===== src/rtl/cs_pkg.sv =====
// Shared widths, word types and FSM encoding for the cs_resolve carry-save resolver.
package cs_pkg;

    localparam int unsigned COL_W   = 25;
    localparam int unsigned DIG_W   = 17;
    localparam int unsigned CARRY_W = COL_W + 2 - DIG_W;

    typedef logic [COL_W-1:0]   col_t;
    typedef logic [DIG_W-1:0]   dig_t;
    typedef logic [CARRY_W-1:0] carry_t;

    typedef enum logic [1:0] {
        IDLE,
        RUN,
        FLUSH
    } cs_state_t;

endpackage


===== src/rtl/cs_resolve_add.sv =====
// Combinational three-input add of carry word, sum word and running carry,
// split into the emitted digit and the carry into the next column.
module cs_resolve_add
    import cs_pkg::*;
#(
    parameter int unsigned COL_W = 25,
    parameter int unsigned DIG_W = 17
) (
    input  logic [COL_W-1:0]       i_c,
    input  logic [COL_W-1:0]       i_s,
    input  logic [COL_W+1-DIG_W:0] i_carry,
    output logic [DIG_W-1:0]       o_digit,
    output logic [COL_W+1-DIG_W:0] o_carry
);

    logic [COL_W+1:0] w_sum;

    always_comb begin
        w_sum   = (COL_W+2)'(i_c) + (COL_W+2)'(i_s) + (COL_W+2)'(i_carry);
        o_digit = w_sum[DIG_W-1:0];
        o_carry = w_sum[COL_W+1:DIG_W];
    end

endmodule


===== src/rtl/cs_resolve.sv =====
// Resolves a stream of carry-save columns into digits plus one flush digit per frame.
// Optional out_ovf port enabled by defining CS_RESOLVE_OVF_EN.
module cs_resolve
    import cs_pkg::*;
#(
    parameter int unsigned COL_W = 25,
    parameter int unsigned DIG_W = 17
) (
    input  logic             clk_sq,
    input  logic             reset_sq,
    input  logic [COL_W-1:0] in_c,
    input  logic [COL_W-1:0] in_s,
    input  logic             in_valid,
    output logic             in_ready,
    input  logic             in_last,
    output logic [DIG_W-1:0] out_digit,
    output logic             out_valid,
`ifdef CS_RESOLVE_OVF_EN
    output logic             out_ovf,
`endif
    input  logic             out_ready,
    output logic             out_last
);

    localparam int unsigned CW = COL_W + 2 - DIG_W;

    cs_state_t        r_state;
    logic [CW-1:0]    r_carry;
    logic [DIG_W-1:0] r_digit;
    logic             r_out_valid;
    logic             r_out_last;
    logic             r_ovf;

    logic [DIG_W-1:0] w_digit;
    logic [CW-1:0]    w_carry;
    logic             w_out_free;
    logic             w_accept;

    cs_resolve_add #(
        .COL_W (COL_W),
        .DIG_W (DIG_W)
    ) u_add (
        .i_c     (in_c),
        .i_s     (in_s),
        .i_carry (r_carry),
        .o_digit (w_digit),
        .o_carry (w_carry)
    );

    // in_ready depends only on registered state and out_ready, never on in_valid
    assign w_out_free = !r_out_valid || out_ready;
    assign in_ready   = !reset_sq && (r_state != FLUSH) && w_out_free;
    assign w_accept   = in_valid && in_ready;

    always_ff @(posedge clk_sq) begin
        if (reset_sq) begin
            r_state     <= IDLE;
            r_carry     <= '0;
            r_digit     <= '0;
            r_out_valid <= 1'b0;
            r_out_last  <= 1'b0;
            r_ovf       <= 1'b0;
        end else begin
            if (r_out_valid && out_ready) begin
                r_out_valid <= 1'b0;
            end
            case (r_state)
                IDLE, RUN: begin
                    if (w_accept) begin
                        r_digit     <= w_digit;
                        r_out_valid <= 1'b1;
                        r_out_last  <= 1'b0;
                        r_ovf       <= 1'b0;
                        r_carry     <= w_carry;
                        r_state     <= in_last ? FLUSH : RUN;
                    end
                end
                FLUSH: begin
                    if (w_out_free) begin
                        r_digit     <= DIG_W'(r_carry);
                        r_out_valid <= 1'b1;
                        r_out_last  <= 1'b1;
                        r_ovf       <= (r_carry != '0);
                        r_carry     <= '0;
                        r_state     <= IDLE;
                    end
                end
                default: r_state <= IDLE;
            endcase
        end
    end

    assign out_digit = r_digit;
    assign out_valid = r_out_valid;
    assign out_last  = r_out_last;

`ifdef CS_RESOLVE_OVF_EN
    assign out_ovf = r_ovf;
`else
    logic w_ovf_unused;
    assign w_ovf_unused = r_ovf;
`endif

endmodule


===== config.mk =====
export PLATFORM = sky130hd
export DESIGN_NAME = cs_resolve
export DESIGN_NICKNAME = d
export VERILOG_FILES = /design/src/rtl/cs_pkg.sv /design/src/rtl/cs_resolve_add.sv /design/src/rtl/cs_resolve.sv
export SDC_FILE = /design/constraint.sdc
export NUM_CORES = 1
export LEC_CHECK = 0
export ABC_AREA = 1
export CORE_UTILIZATION = 57
export CTS_CLUSTER_DIAMETER = 40
export DETAILED_ROUTE_END_ITERATION = 10
export GPL_TIMING_DRIVEN = 0
export PLACE_DENSITY = 0.91
export SYNTH_ARGS = -nofsm -noshare
export SYNTH_HDL_FRONTEND = slang
export SYNTH_HIERARCHICAL = 1
export SYNTH_SLANG_ARGS = --single-unit
export TNS_END_PERCENT = 20

===== constraint.sdc =====
create_clock -name clk_sq -period 7.09 [get_ports clk_sq]
set_input_delay 0.709 -clock clk_sq [delete_from_list [all_inputs] [get_ports clk_sq]]
set_output_delay 0.709 -clock clk_sq [all_outputs]
set_load 0.03 [all_outputs]

# --- Yosys cells after proc, flatten, opt, wreduce, memory -nomap -nowiden ---
# Index checks and enable logic that the tools add are counted.
totals:
  ff_bits: 31
  input_bits: 55
  out_inout_bits: 20
  wordCells: 41
op_classes:
  n_addsub: 2
  eq_ne: 5
  n_mux: 17
  n_reduce_logical: 12
ops:
  columns: ["cell", "count"]
  rows:
  - ["$mux 17", 2]
  - ["$pmux 17 s2", 1]
  - ["$add 27x10->27", 1]
  - ["$add 25x25->26", 1]
  - ["$mux 10", 2]
  - ["$pmux 10 s2", 1]
  - ["$mux 2", 3]
  - ["$ne 2x2->1 const B", 3]
  - ["$mux 1", 5]
  - ["$logic_and 1x1->1", 4]
  - ["$pmux 1 s2", 2]
  - ["$pmux 2 s2", 1]
  - ["$reduce_and 3->1", 1]
  - ["$eq 2x1->1 const B", 1]
  - ["$eq 2x2->1 const B", 1]
  - ["$logic_not 1->1", 2]
  - ["$logic_not 2->1", 1]
  - ["$reduce_and 2->1", 1]
  - ["$reduce_bool 2->1", 1]
  - ["$reduce_or 2->1", 1]
  - ["$logic_or 1x1->1", 1]

# --- Longest topological paths before layout ---
logic_depth:
  depth_word: 6
  depth_mapped: 17
  ltp_nobuf: 17

# --- Cells and area by module ---
# The synthesis kept the hierarchy.
by_module_without_submodules:
  columns: ["mod", "instances", "cells_per_inst", "area_per_inst_um2"]
  rows:
  - ["cs_resolve_add", 1, 421, 2277.2]
  - ["cs_resolve", 1, 186, 1360.1]

# --- Least setup slack after synthesis ---
# No wires, ideal clock.
synth_timing:
  path_type: "input port to flip-flop"
  startpoint: "input in_c[1]"
  endpoint: "register r_digit[9] (netlist: out_digit[9])"
  arrival_ns: 2.672
  setup_slack_ns: 4.354
  stages: 15
  path_buffers: 0
  cell_sequence: "fa_1 ha_1 inv_1 fa_1 inv_1 nand2_1 nand2_1 nand3_1 nand2_2 xor2_1 nand2_1 nand2_1 nand3b_1 nand2_1 nor2_1"
synth_via:
  elab_chain_cells: 4
synth_lines:
  columns: ["item", "line_no", "rtl"]
  rows:
  - ["from (decl)", "cs_resolve.sv:11", "input logic [COL_W-1:0] in_c,"]
  - ["$add 25x25->26", "cs_resolve_add.sv:19", "w_sum = (COL_W+2)'(i_c) + (COL_W+2)'(i_s) + (COL_W+2)'(i_carry);"]
  - ["$add 27x10->27", "cs_resolve_add.sv:19", null]
  - ["named net w_digit[9]", "cs_resolve.sv:34", "logic [DIG_W-1:0] w_digit;"]
  - ["$mux 17", "cs_resolve.sv:69", "if (w_accept) begin"]
  - ["$pmux 17 s2", "cs_resolve.sv:67", "case (r_state)"]
  - ["to (signal assigned)", "cs_resolve.sv:70", "r_digit <= w_digit;"]
  - ["to (signal assigned)", "cs_resolve.sv:80", "r_digit <= DIG_W'(r_carry);"]
  - ["to (decl)", "cs_resolve.sv:29", "logic [DIG_W-1:0] r_digit;"]
# The timed path passes the listed nets, and every way through them passes these cells. The select of a mux whose other input is x is not followed.
# A chain may end at the register's enable or synchronous reset.

# --- Worst setup path in the final report ---
layout_timing:
  startpoint: "input in_c[1]"
  endpoint: "register r_carry[0]"
layout_via:
  elab_chain_cells: 4
layout_lines:
  columns: ["item", "line_no", "rtl"]
  rows:
  - ["$add 25x25->26", "cs_resolve_add.sv:19", null]
  - ["$add 27x10->27", "cs_resolve_add.sv:19", null]
  - ["named net w_carry[0]", "cs_resolve.sv:35", "logic [CW-1:0] w_carry;"]
  - ["$mux 10", "cs_resolve.sv:69", null]
  - ["$pmux 10 s2", "cs_resolve.sv:67", null]
  - ["to (signal assigned)", "cs_resolve.sv:74", "r_carry <= w_carry;"]
  - ["to (decl)", "cs_resolve.sv:28", "logic [CW-1:0] r_carry;"]
# The timed path passes the listed nets, and every way through them passes these cells. The select of a mux whose other input is x is not followed.

==> metrics.txt <==
# TYPE chip_impl_metric gauge
chip_impl_metric{name="detail_route.wl_per_cell",unit="µm"} 13.5
chip_impl_metric{name="vias_after_detailed_routing",unit=""} 3979
chip_impl_metric{name="fmaxAchievable",unit="GHz"} 0.299
chip_impl_metric{name="layout_worst_path_cycle_share",unit="%"} 47.1
chip_impl_metric{name="cts_resized",unit=""} 0
chip_impl_info{name="path_common_cell",value="sky130_fd_sc_hd__nand2_1"} 1
chip_impl_metric{name="tritoncts_sink_count",unit=""} 31
chip_impl_info{name="critical-path-slowest-cell",value="sky130_fd_sc_hd__fa_1"} 1
chip_impl_metric{name="clockBufferDepth",unit=""} 2
chip_impl_info{name="cpLargestDelayFamily",value="adder cells"} 1
chip_impl_metric{name="async_flop_share",unit="%"} 0
chip_impl_metric{name="timing.final.crit_period",unit="ps"} 3340
chip_impl_metric{name="worst-slew-pin-transition",unit="ps"} 430
chip_impl_metric{name="max_slew_headroom_at_the_worst_pin",unit="%"} 71.3
chip_impl_info{name="worst_hold_path_type",value="reg -> reg"} 1
chip_impl_metric{name="die-height",unit="µm"} 81.9
chip_impl_info{name="tritoncts_clock_tree",value="done"} 1
chip_impl_metric{name="area_of_the_die",unit="µm²"} 6700
chip_impl_metric{name="synth_sequential_area_ratio",unit="%"} 17.1
chip_impl_metric{name="via_per_inst",unit=""} 5.21
chip_impl_metric{name="cts_setup_buffers",unit=""} 0
chip_impl_metric{name="static_leak",unit="nW"} 2.48
chip_impl_metric{name="design.final.nets",unit=""} 792
chip_impl_metric{name="insertion_delay",unit="ps"} 290
chip_impl_metric{name="synth_adder_area_share",unit="%"} 19.5
chip_impl_info{name="synth_top_family_by_area",value="simple AND/OR/NAND/NOR gates"} 1
chip_impl_metric{name="grt_first_pass_wirelength",unit="µm"} 16700
chip_impl_metric{name="yosys.area_share.simple",unit="%"} 42.4
chip_impl_info{name="cts-root-buf",value="sky130_fd_sc_hd__clkbuf_8"} 1
chip_impl_metric{name="worst_slack",unit="ps"} 3750
chip_impl_info{name="ys.flop_type",value="sky130_fd_sc_hd__dfxtp_1"} 1
chip_impl_metric{name="layout-drive-gt1-share",unit="%"} 4.80
chip_impl_metric{name="drc",unit=""} 0
chip_impl_metric{name="clock-skew-final",unit="ps"} 6.07
chip_impl_metric{name="routabilityCongestion",unit=""} 0.910
chip_impl_info{name="rr_startpoint",value="r_carry[0]"} 1
chip_impl_metric{name="critical_path_buf_inv_count",unit=""} 3
chip_impl_metric{name="p_total",unit="µW"} 804
chip_impl_metric{name="ctsHoldBuffers",unit=""} 0
chip_impl_metric{name="grt_start_max_net_pins",unit=""} 11
chip_impl_metric{name="placementRows",unit=""} 28
chip_impl_metric{name="fp.dieW",unit="µm"} 81.9
chip_impl_info{name="cp-startpoint",value="in_c[1]"} 1
chip_impl_metric{name="synth-xor-area-share",unit="%"} 3.13
chip_impl_metric{name="yosys-mux-area-fraction",unit="%"} 0
chip_impl_metric{name="cts-buffers-inserted",unit=""} 5
chip_impl_metric{name="critical-path-max-stage-delay",unit="ps"} 550
chip_impl_metric{name="r2r_setup_slack",unit="ps"} 4280
chip_impl_metric{name="detail_route.wirelength",unit="µm"} 10300
chip_impl_metric{name="firstDrtPassIters",unit=""} 5
chip_impl_metric{name="antenna_cells_inserted",unit=""} 0
chip_impl_metric{name="global_route.usage.total",unit="%"} 33.2
chip_impl_info{name="unrepaired_setup_endpoints_after_global_routing",value="false"} 1
chip_impl_metric{name="worst-endpoint-required",unit="ps"} 7310
chip_impl_metric{name="synthesis.instances",unit=""} 607
chip_impl_info{name="cp_cell_sequence",value="clkdlybuf4s50_1 -> fa_1 -> ha_1 -> inv_1 -> fa_1 -> inv_1 -> nand2_1 -> nand2_1 -> nand3_1 -> nand2_2 -> nand2_1 -> nand2_1 -> xor2_1 -> nand2_1 -> a21oi_1"} 1
chip_impl_metric{name="p_per_area",unit="nW/µm²"} 176
chip_impl_metric{name="first_global_vias",unit=""} 3770
chip_impl_metric{name="final_max_slew_viol_count",unit=""} 0
chip_impl_info{name="most_frequent_standard_cell_in_the_layout_excluding_fill_and_tap_cells",value="sky130_fd_sc_hd__nand2_1"} 1
chip_impl_metric{name="placement.setup.worst_slack",unit="ps"} 3480
chip_impl_info{name="worstSetupEndpointType",value="flip-flop"} 1
chip_impl_metric{name="synth_edf_count",unit=""} 0
chip_impl_metric{name="post_synthesis_area_per_instance",unit="µm²"} 5.99
chip_impl_metric{name="setup-violations-final",unit=""} 0
chip_impl_metric{name="mappedNetlistNets",unit=""} 712
chip_impl_metric{name="fp.coreArea",unit="µm²"} 6030
chip_impl_metric{name="postPlaceCellArea",unit="µm²"} 4460
chip_impl_metric{name="antenna_found_initial",unit=""} 0
chip_impl_metric{name="synth_area",unit="µm²"} 3640
chip_impl_metric{name="io_pins",unit=""} 75
chip_impl_metric{name="synth_seq_cells",unit=""} 31
chip_impl_metric{name="clk_pin_slew",unit="ps"} 70
chip_impl_metric{name="floorplan.initialDensity",unit="%"} 60.4
chip_impl_metric{name="maxCapViolations",unit=""} 0
chip_impl_metric{name="layout.cell_area.non_filler",unit="µm²"} 4580
chip_impl_info{name="commonest_non_fill_non_tap_cells_in_the_layout",value="sky130_fd_sc_hd__nand2_1 (248), sky130_fd_sc_hd__inv_1 (103), sky130_fd_sc_hd__clkdlybuf4s50_1 (73), sky130_fd_sc_hd__nor2_1 (47), sky130_fd_sc_hd__ha_1 (39)"} 1
chip_impl_metric{name="cp.arrival",unit="ps"} 3560
chip_impl_metric{name="route.antenna.remaining_nets",unit=""} 0
chip_impl_info{name="outcome",value="finished clean"} 1
chip_impl_metric{name="dp_hpwl",unit="µm"} 8730
chip_impl_metric{name="dp.cells",unit=""} 755
chip_impl_info{name="cp-start-kind",value="input pin"} 1
chip_impl_metric{name="max-vdd-ir-drop",unit="mV"} 0.161
chip_impl_metric{name="synth_area_in_compound_gates",unit="%"} 5.23
chip_impl_metric{name="syn_warnings",unit=""} 6
chip_impl_metric{name="area.growth.synth_to_final",unit="%"} 25.9
chip_impl_metric{name="finalSetupTns",unit="ps"} 0
chip_impl_metric{name="final.hold.worst_slack",unit="ps"} 460
chip_impl_info{name="criticalPathCategory",value="in -> reg"} 1
chip_impl_metric{name="timing.final.hold_violations",unit=""} 0
chip_impl_info{name="hp-start",value="out_digit[16]"} 1
chip_impl_metric{name="ctsHtreeMaxLevel",unit=""} 2
chip_impl_metric{name="grt_overflow_total",unit=""} 0
chip_impl_metric{name="max_fanout_on_critical_path",unit=""} 4
chip_impl_metric{name="port_buffers",unit=""} 73
chip_impl_metric{name="drt_first_iter_violations",unit=""} 284
chip_impl_metric{name="layoutNonFillerInstCount",unit=""} 763
chip_impl_metric{name="layout.core_utilization",unit="%"} 76.0
chip_impl_metric{name="synthDistinctLibCells",unit=""} 34
[report_power, final]
group / leakage (nW) / switching, mW / internal [mW]
sequential: 0.254 / 0.0110 / 0.189
combinational: 2.17 / 0.253 / 0.168
clock: 0.0612 / 0.0686 / 0.114
total: 2.48 / 0.333 / 0.471
[synthesized netlist by cell type, drive strengths merged (7+ instances only)]
| cell type | number | area [µm²] |
|---|---|---|
| nand3 | 32 | 170 |
| nand3b | 12 | 90.1 |
| buf | 7 | 55.1 |
| nand4 | 7 | 58.8 |
| ha | 39 | 488 |
| a21oi | 29 | 156 |
| inv | 104 | 390 |
| fa | 11 | 220 |
| nor2 | 53 | 214 |
| nand2 | 253 | 967 |
| dfxtp | 31 | 621 |
| xor2 | 12 | 105 |
[kinds of logic after synthesis]
family,Yosys count
simple gates,364
buf+inv,115
fa+ha+maj,50
compound gates,34
flops,31
xor+xnor,13
[sequential cells by signal (all words and copies together) (netlist names)]
| name | count |
|---|---|
| out_digit | 17 |
| r_carry | 10 |
| r_state | 2 |
| out_last | 1 |
| out_valid | 1 |
[path summary, 6_finish.rpt]
check,cells past startpoint,endpoint
worst max register to register,16,r_carry[0]
worst min register to register,2,out_digit[16]
worst min-delay path,2,out_digit[16]
worst max-delay path,15,r_carry[0]
[worst reg2reg max path, stage by stage, from the launching register on]
cell and delay (ps):
sky130_fd_sc_hd__dfxtp_1 400, sky130_fd_sc_hd__inv_1 80, sky130_fd_sc_hd__fa_1 350, sky130_fd_sc_hd__inv_1 70
sky130_fd_sc_hd__ha_1 210, sky130_fd_sc_hd__inv_1 70, sky130_fd_sc_hd__fa_1 400, sky130_fd_sc_hd__inv_1 110
sky130_fd_sc_hd__nand2_1 50, sky130_fd_sc_hd__nand2_1 70, sky130_fd_sc_hd__nand3_1 80, sky130_fd_sc_hd__nand2_2 150
sky130_fd_sc_hd__nand2_1 80, sky130_fd_sc_hd__nand2_1 120, sky130_fd_sc_hd__xor2_1 270, sky130_fd_sc_hd__nand2_1 100
sky130_fd_sc_hd__a21oi_1 140
[layout make-up]
type	instances	area, µm²
Fill cell	486	1450
Multi-Input combinational cell	461	2550
Buffer	9	62.6
Timing Repair Buffer	73	731
Inverter	106	400
Clock inverter	2	35.0
Tap cell	75	93.8
Sequential cell	31	621
Clock buffer	6	82.6
[layer usage]
metal	GRT usage, %	wire length, µm	vias to the layer above	share of wire [%]
met5	0	0	-	0
met4	12.8	299	0	2.9
met3	7.33	703	28	6.8
met2	54.9	4820	148	47
met1	41.8	4450	1785	43
li1	-	-	2018	-
Power figures use the tool's default switching activity.
